## config.mk

```make
export PLATFORM = sky130hd
export DESIGN_NAME = wb_rr_arbiter
export DESIGN_NICKNAME = d
export VERILOG_FILES = /design/src/rtl/wb_rr_arbiter_pkg.sv /design/src/rtl/rr_pick.sv /design/src/rtl/wb_rr_arbiter.sv
export SDC_FILE = /design/constraint.sdc
export NUM_CORES = 1
export LEC_CHECK = 0
export CAP_MARGIN = 5
export CORE_AREA = 3 3 136 138
export CTS_CLUSTER_SIZE = 30
export DETAILED_ROUTE_END_ITERATION = 12
export DIE_AREA = 0 0 139 141
export SYNTH_ARGS = -nofsm -noshare
export SYNTH_HDL_FRONTEND = slang
export SYNTH_SLANG_ARGS = --single-unit
```

## constraint.sdc

```tcl
create_clock -name clk_i -period 3.5 [get_ports clk_i]
set_input_delay 0.7 -clock clk_i [delete_from_list [all_inputs] [get_ports clk_i]]
set_output_delay 0.7 -clock clk_i [all_outputs]
set_load 0.01 [all_outputs]
```

## src/rtl/wb_rr_arbiter_pkg.sv

```systemverilog
// Shared definitions for the round-robin WISHBONE arbiter.
// Holds the FSM state encoding and the index-width helper.
package wb_rr_arbiter_pkg;

    typedef enum logic [1:0] {
        ST_IDLE  = 2'd0,
        ST_OWN   = 2'd1,
        ST_DRAIN = 2'd2
    } arb_state_e;

    // Bits needed to index n items, never less than one.
    function automatic int idx_width(input int n);
        int w;
        w = 1;
        while ((1 << w) < n) begin
            w++;
        end
        return w;
    endfunction

endpackage

```

## src/rtl/rr_pick.sv

```systemverilog
// Combinational round-robin picker: first request above the
// last-grant index, wrapping around, one-hot result.
module rr_pick
    import wb_rr_arbiter_pkg::*;
#(
    parameter int N  = 4,
    parameter int LW = idx_width(N)
) (
    input  logic [N-1:0]  req_i,
    input  logic [LW-1:0] last_i,
    output logic [N-1:0]  gnt_o,
    output logic          valid_o
);

    always_comb begin : pick
        int unsigned   sum;
        logic [LW-1:0] idx;
        gnt_o   = '0;
        valid_o = 1'b0;
        sum     = 0;
        idx     = '0;
        for (int i = 1; i <= N; i++) begin
            sum = int'(last_i) + i;
            idx = LW'(sum % N);
            if (!valid_o && req_i[idx]) begin
                gnt_o[idx] = 1'b1;
                valid_o    = 1'b1;
            end
        end
    end

endmodule

```

## src/rtl/wb_rr_arbiter.sv

```systemverilog
// Round-robin WISHBONE arbiter with per-grant stall watchdog.
// A grant spans a whole bus cycle; owners are one idle cycle apart.
module wb_rr_arbiter
    import wb_rr_arbiter_pkg::*;
#(
    parameter int NUM_MASTERS    = 4,
    parameter int ADDRESS_WIDTH  = 16,
    parameter int DATA_WIDTH     = 32,
    parameter int TIMEOUT_CYCLES = 255,
    parameter int TIMEOUT_WIDTH  = 8
) (
    input  logic                                clk_i,
    input  logic                                rst_n_i,
    input  logic [NUM_MASTERS-1:0]              m_cyc_i,
    input  logic [NUM_MASTERS-1:0]              m_stb_i,
    input  logic [NUM_MASTERS-1:0]              m_we_i,
    input  logic [NUM_MASTERS*ADDRESS_WIDTH-1:0] m_adr_i,
    input  logic [NUM_MASTERS*DATA_WIDTH-1:0]   m_dat_i,
    input  logic [NUM_MASTERS*DATA_WIDTH/8-1:0] m_sel_i,
    output logic [NUM_MASTERS-1:0]              m_ack_o,
    output logic [NUM_MASTERS-1:0]              m_err_o,
    output logic [DATA_WIDTH-1:0]               m_dat_o,
    output logic                                s_cyc_o,
    output logic                                s_stb_o,
    output logic                                s_we_o,
    output logic [ADDRESS_WIDTH-1:0]            s_adr_o,
    output logic [DATA_WIDTH-1:0]               s_dat_o,
    output logic [DATA_WIDTH/8-1:0]             s_sel_o,
    input  logic [DATA_WIDTH-1:0]               s_dat_i,
    input  logic                                s_ack_i,
    input  logic                                s_err_i,
    output logic [NUM_MASTERS-1:0]              grant_o,
    output logic                                timeout_o
);

    localparam int LW = idx_width(NUM_MASTERS);
    localparam int SW = DATA_WIDTH / 8;
    localparam logic [LW-1:0] LAST_RST = LW'(NUM_MASTERS - 1);

    arb_state_e state_q, state_d;
    logic [NUM_MASTERS-1:0] grant_q, grant_d;
    logic [LW-1:0] gidx_q, gidx_d;
    logic [LW-1:0] last_q, last_d;

    logic [NUM_MASTERS-1:0] pick;
    logic                   pick_vld;
    logic [LW-1:0]          pick_idx;

    logic                     g_cyc;
    logic                     g_stb;
    logic                     g_we;
    logic [ADDRESS_WIDTH-1:0] g_adr;
    logic [DATA_WIDTH-1:0]    g_dat;
    logic [SW-1:0]            g_sel;
    logic                     fire;

    rr_pick #(
        .N  (NUM_MASTERS),
        .LW (LW)
    ) u_pick (
        .req_i   (m_cyc_i),
        .last_i  (last_q),
        .gnt_o   (pick),
        .valid_o (pick_vld)
    );

    always_comb begin
        pick_idx = '0;
        for (int k = 0; k < NUM_MASTERS; k++) begin
            if (pick[k]) begin
                pick_idx = LW'(k);
            end
        end
    end

    assign g_cyc = m_cyc_i[gidx_q];
    assign g_stb = m_stb_i[gidx_q];
    assign g_we  = m_we_i[gidx_q];
    assign g_adr = m_adr_i[int'(gidx_q)*ADDRESS_WIDTH +: ADDRESS_WIDTH];
    assign g_dat = m_dat_i[int'(gidx_q)*DATA_WIDTH +: DATA_WIDTH];
    assign g_sel = m_sel_i[int'(gidx_q)*SW +: SW];

    // Watchdog counts stalled strobe cycles; an ack in the limit cycle wins.
    if (TIMEOUT_CYCLES > 0) begin : g_wd
        localparam logic [TIMEOUT_WIDTH-1:0] WD_LIMIT =
            TIMEOUT_WIDTH'(TIMEOUT_CYCLES - 1);

        logic                     stall;
        logic [TIMEOUT_WIDTH-1:0] wd_q, wd_d;

        assign stall = (state_q == ST_OWN) && g_cyc && g_stb
                    && !s_ack_i && !s_err_i;
        assign fire  = stall && (wd_q == WD_LIMIT);

        always_comb begin
            wd_d = '0;
            if (stall && !fire) begin
                wd_d = wd_q + 1'b1;
            end
        end

        always_ff @(posedge clk_i or negedge rst_n_i) begin
            if (!rst_n_i) begin
                wd_q <= '0;
            end else begin
                wd_q <= wd_d;
            end
        end
    end else begin : g_no_wd
        assign fire = 1'b0;
    end

    always_ff @(posedge clk_i or negedge rst_n_i) begin
        if (!rst_n_i) begin
            state_q <= ST_IDLE;
            grant_q <= '0;
            gidx_q  <= '0;
            last_q  <= LAST_RST;
        end else begin
            state_q <= state_d;
            grant_q <= grant_d;
            gidx_q  <= gidx_d;
            last_q  <= last_d;
        end
    end

    always_comb begin
        state_d = state_q;
        grant_d = grant_q;
        gidx_d  = gidx_q;
        last_d  = last_q;
        unique case (state_q)
            ST_IDLE: begin
                if (pick_vld) begin
                    state_d = ST_OWN;
                    grant_d = pick;
                    gidx_d  = pick_idx;
                end
            end
            ST_OWN: begin
                if (!g_cyc) begin
                    state_d = ST_IDLE;
                    grant_d = '0;
                    last_d  = gidx_q;
                end else if (fire) begin
                    state_d = ST_DRAIN;
                end
            end
            ST_DRAIN: begin
                if (!g_cyc) begin
                    state_d = ST_IDLE;
                    grant_d = '0;
                    last_d  = gidx_q;
                end
            end
            default: begin
                state_d = ST_IDLE;
                grant_d = '0;
            end
        endcase
    end

    always_comb begin
        s_cyc_o = 1'b0;
        s_stb_o = 1'b0;
        s_we_o  = 1'b0;
        s_adr_o = '0;
        s_dat_o = '0;
        s_sel_o = '0;
        m_ack_o = '0;
        m_err_o = '0;
        if (state_q == ST_OWN) begin
            s_cyc_o = g_cyc && !fire;
            s_stb_o = g_stb && !fire;
            s_we_o  = g_we;
            s_adr_o = g_adr;
            s_dat_o = g_dat;
            s_sel_o = g_sel;
            m_ack_o = grant_q & {NUM_MASTERS{s_ack_i}};
            m_err_o = grant_q & {NUM_MASTERS{s_err_i || fire}};
        end
    end

    assign m_dat_o   = s_dat_i;
    assign grant_o   = grant_q;
    assign timeout_o = fire;

endmodule
```

==> impl_metrics.py <==
metrics = {
    "min_path": {
        "hold_path.class": "reg -> reg",
    },
    "place": {
        "dp.cells": 790,
        "dp_hpwl_um": 14670,
        "port-buffer-count": 291,
        "gp_congestion": 0.9545,
        "post-place-ws_ps": -105.7,
        "dpl_cell_area_um2": 6274,
    },
    "sta": {
        "hold_ws_ps": 539.8,
        "slew-limit-headroom_pct": 46.61,
        "hold_viol": 0,
        "period_share_pct": 96.34,
        "setup_viol": 0,
        "drv_slew": 0,
        "grt_setup_unrepaired": "no",
        "fin_skew_ps": 1.250,
        "fin_ws_ps": 128.3,
        "worst_pin_slew_ps": 798.4,
        "fmax_ghz": 0.2966,
        "fin_crit_ps": 3372,
    },
    "final_layout": {
        "drive_above_1_share_pct": 15.61,
        "area_growth_pct": 93.80,
        "fin_util_pct": 36.89,
        "stdcell_area_um2": 6380,
        "antenna_cells": 0,
        "final_common_cell": "clkdlybuf4s50_1",
        "finalNetCount": 840,
        "final_cell_mix": "clkdlybuf4s50_1 (288), and2_1 (58), mux4_2 (56)",
        "fin_cells": 795,
    },
    "logic_synthesis": {
        "synthCells": 314,
        "yosysWarnings": 0,
        "synth_area_um2": 3292,
        "avgSynthCellArea_um2": 10.48,
        "synth_top_area_share_pct": 38.31,
        "netlist-cell-type-count": 44,
        "synth_top_cell_by_area": "mux4_2",
        "synth_nets": 583,
        "synth_seq_cells": 18,
        "yosysSeqAreaShare_pct": 13.76,
        "synth_area_leaders": "mux4_2 (38%), dfrtp_1 (12%), and2_1 (11%), buf_4 (7.3%), ha_1 (4.9%)",
    },
    "critical_path": {
        "startpoint_type": "input port",
        "arrival_ps": 2670,
        "end_kind": "output port",
        "worstSetupPathType": "in -> out",
        "required_ps": 2800,
        "critPathMaxFanout": 4,
    },
    "floorplan": {
        "dieHeight_um": 141,
        "die_width_um": 139,
        "io_pins": 356,
        "fp-row-count": 48,
        "start_util_pct": 19.03,
        "core_area_um2": 17300,
        "die-area_um2": 19600,
    },
    "global_route": {
        "grt_pass1_vias": 3980,
        "grt-ovfl-total": 0,
        "grt_usage_pct": 16.82,
        "use_met2_pct": 29.30,
        "grt_max_degree": 46,
        "grt_use_met1_pct": 20.00,
        "grt.busiest_layer": "met2",
        "grt_pass1_wl_um": 25610,
        "use_met3_pct": 6.479,
        "antenna_found_initial": 1,
    },
    "pwr": {
        "leakage_nw": 2.413,
        "powerDensity_nw_per_um2": 616.1,
        "clock_power_share_pct": 6.3,
        "p_sw_w": 0.001607,
        "swShare_pct": 40.88,
        "power_frac_seq_pct": 9.6,
        "comb_power_share_pct": 84.2,
        "max-vdd-ir-drop_mv": 0.2745,
        "p_int_w": 0.002324,
    },
    "cts": {
        "cts_tree": "done",
        "cts_buffer_depth": 2,
        "path_clk_slew_ps": 50,
        "clock_latency_ps": 250,
        "cts_buffers": 3,
        "cts_root_buf": "clkbuf_16",
        "cts_max_level": 1,
        "holdBufCountCts": 0,
        "clock-sinks": 18,
    },
    "status": {
        "outcome": "finished clean",
    },
    "drt": {
        "antenna_left": 0,
        "wl_per_cell_um": 21.87,
        "wl_um": 17380,
        "num_vias": 3681,
        "drt_pass1_iterations": 4,
        "post-route-drc-count": 0,
        "drt_iter0_drc": 187,
        "vias_per_cell": 4.630,
    },
    "job": {
        "max_cap_violations": 0,
    },
}
area by class of cell:
| class | count | area, µm² |
|---|---|---|
| Tap cell | 225 | 281.5 |
| Timing Repair Buffer | 306 | 3042 |
| Fill cell | 1688 | 10920 |
| Clock buffer | 4 | 88.84 |
| Sequential cell | 18 | 457.9 |
| Multi-Input combinational cell | 236 | 2487 |
| Inverter | 6 | 22.52 |
repair_timing:
action	in CTS	in global routing
setup endpoints to repair	4	3
pin swaps	0	1
resized for setup	2	3
hold endpoints to repair	0	0
setup buffers	1	0
per-stage QoR:
step	total power, W	setup TNS [ps]
detailed placement	0.003703	-337.6
global placement	0.003660	-304.6
floorplan	0.002242	0
global route	0.004192	0
CTS	0.003988	0
finish	0.003931	0
routing by layer:
layer / up-vias / share of wire [%]
met1: 1790 / 38
met5: - / 0.075
li1: 1658 / -
met2: 216 / 51
met4: 2 / 0.90
met3: 15 / 10
path summary, 6_finish.rpt:
path	from	end	slack, ps	depth (start not counted)
worst max-delay path	m_stb_i[2]	m_err_o[1]	130	7
worst min-delay path	g_wd.wd_q[0]	g_wd.wd_q[0]	540	1
worst max register to register	last_q[0]	gidx_q[0]	780	8
worst min register to register	g_wd.wd_q[0]	g_wd.wd_q[0]	540	1
max in group asynchronous	rst_n_i	gidx_q[0]	1990	1
min in group asynchronous	rst_n_i	g_wd.wd_q[4]	920	1
critical path, cell delays in order:
cell	delay (ps)
clkdlybuf4s50_1	410
mux4_2	510
and4_4	180
a21oi_2	150
nor2b_1	90
and2_1	160
clkdlybuf4s50_1	470
kinds of logic (layout without fill, tap and decap cells):
| family | after synthesis | count (layout) | synth area share [%] |
|---|---|---|---|
| AO/OA/AOI/OAI | 30 | 30 | 6.651 |
| XOR/XNOR | 6 | 6 | 1.596 |
| adder cells (fa/ha/maj) | 13 | 13 | 4.941 |
| buffers and inverters | 60 | 316 | 10.95 |
| flip-flops | 18 | 18 | 13.76 |
| multiplexers | 63 | 63 | 40.55 |
| AND/OR/NAND/NOR | 124 | 124 | 21.55 |
cell usage after synthesis (all sizes together):
cell / instances
xnor2: 1
ha: 13
a22o: 4
dfstp: 2
mux4: 56
and3: 6
a2111o: 1
nand3b: 1
o21ai: 5
nand4b: 2
nand2: 16
or4: 1
or3: 1
nor2b: 6
a21oi: 6
clkbuf: 12
a41oi: 1
dfrtp: 16
nor2: 15
a22oi: 1
nor3: 1
nand2b: 6
xor2: 5
o22ai: 6
mux2: 3
and4: 2
buf: 42
o2bb2ai: 3
nand3: 6
mux2i: 4
nand4: 1
or3b: 1
or2: 1
a211oi: 3
inv: 6
and2: 58
power by group through the flow:
stage	clock network [W]	logic, W	registers, W
after floorplan	0	0.00192	0.000319
after global placement	0	0.00328	0.000379
after detailed placement	0	0.00332	0.000381
after CTS	0.000255	0.00336	0.000378
after global routing	0.000262	0.00354	0.000386
final	0.000247	0.00331	0.000376
sequential cells by signal, indices dropped and copies added (netlist names):
| register | cells |
|---|---|
| grant_o | 4 |
| g_wd.wd_q | 8 |
| last_q | 2 |
| gidx_q | 2 |
| state_q | 2 |
No activity file was read; power rests on OpenSTA's default activity.
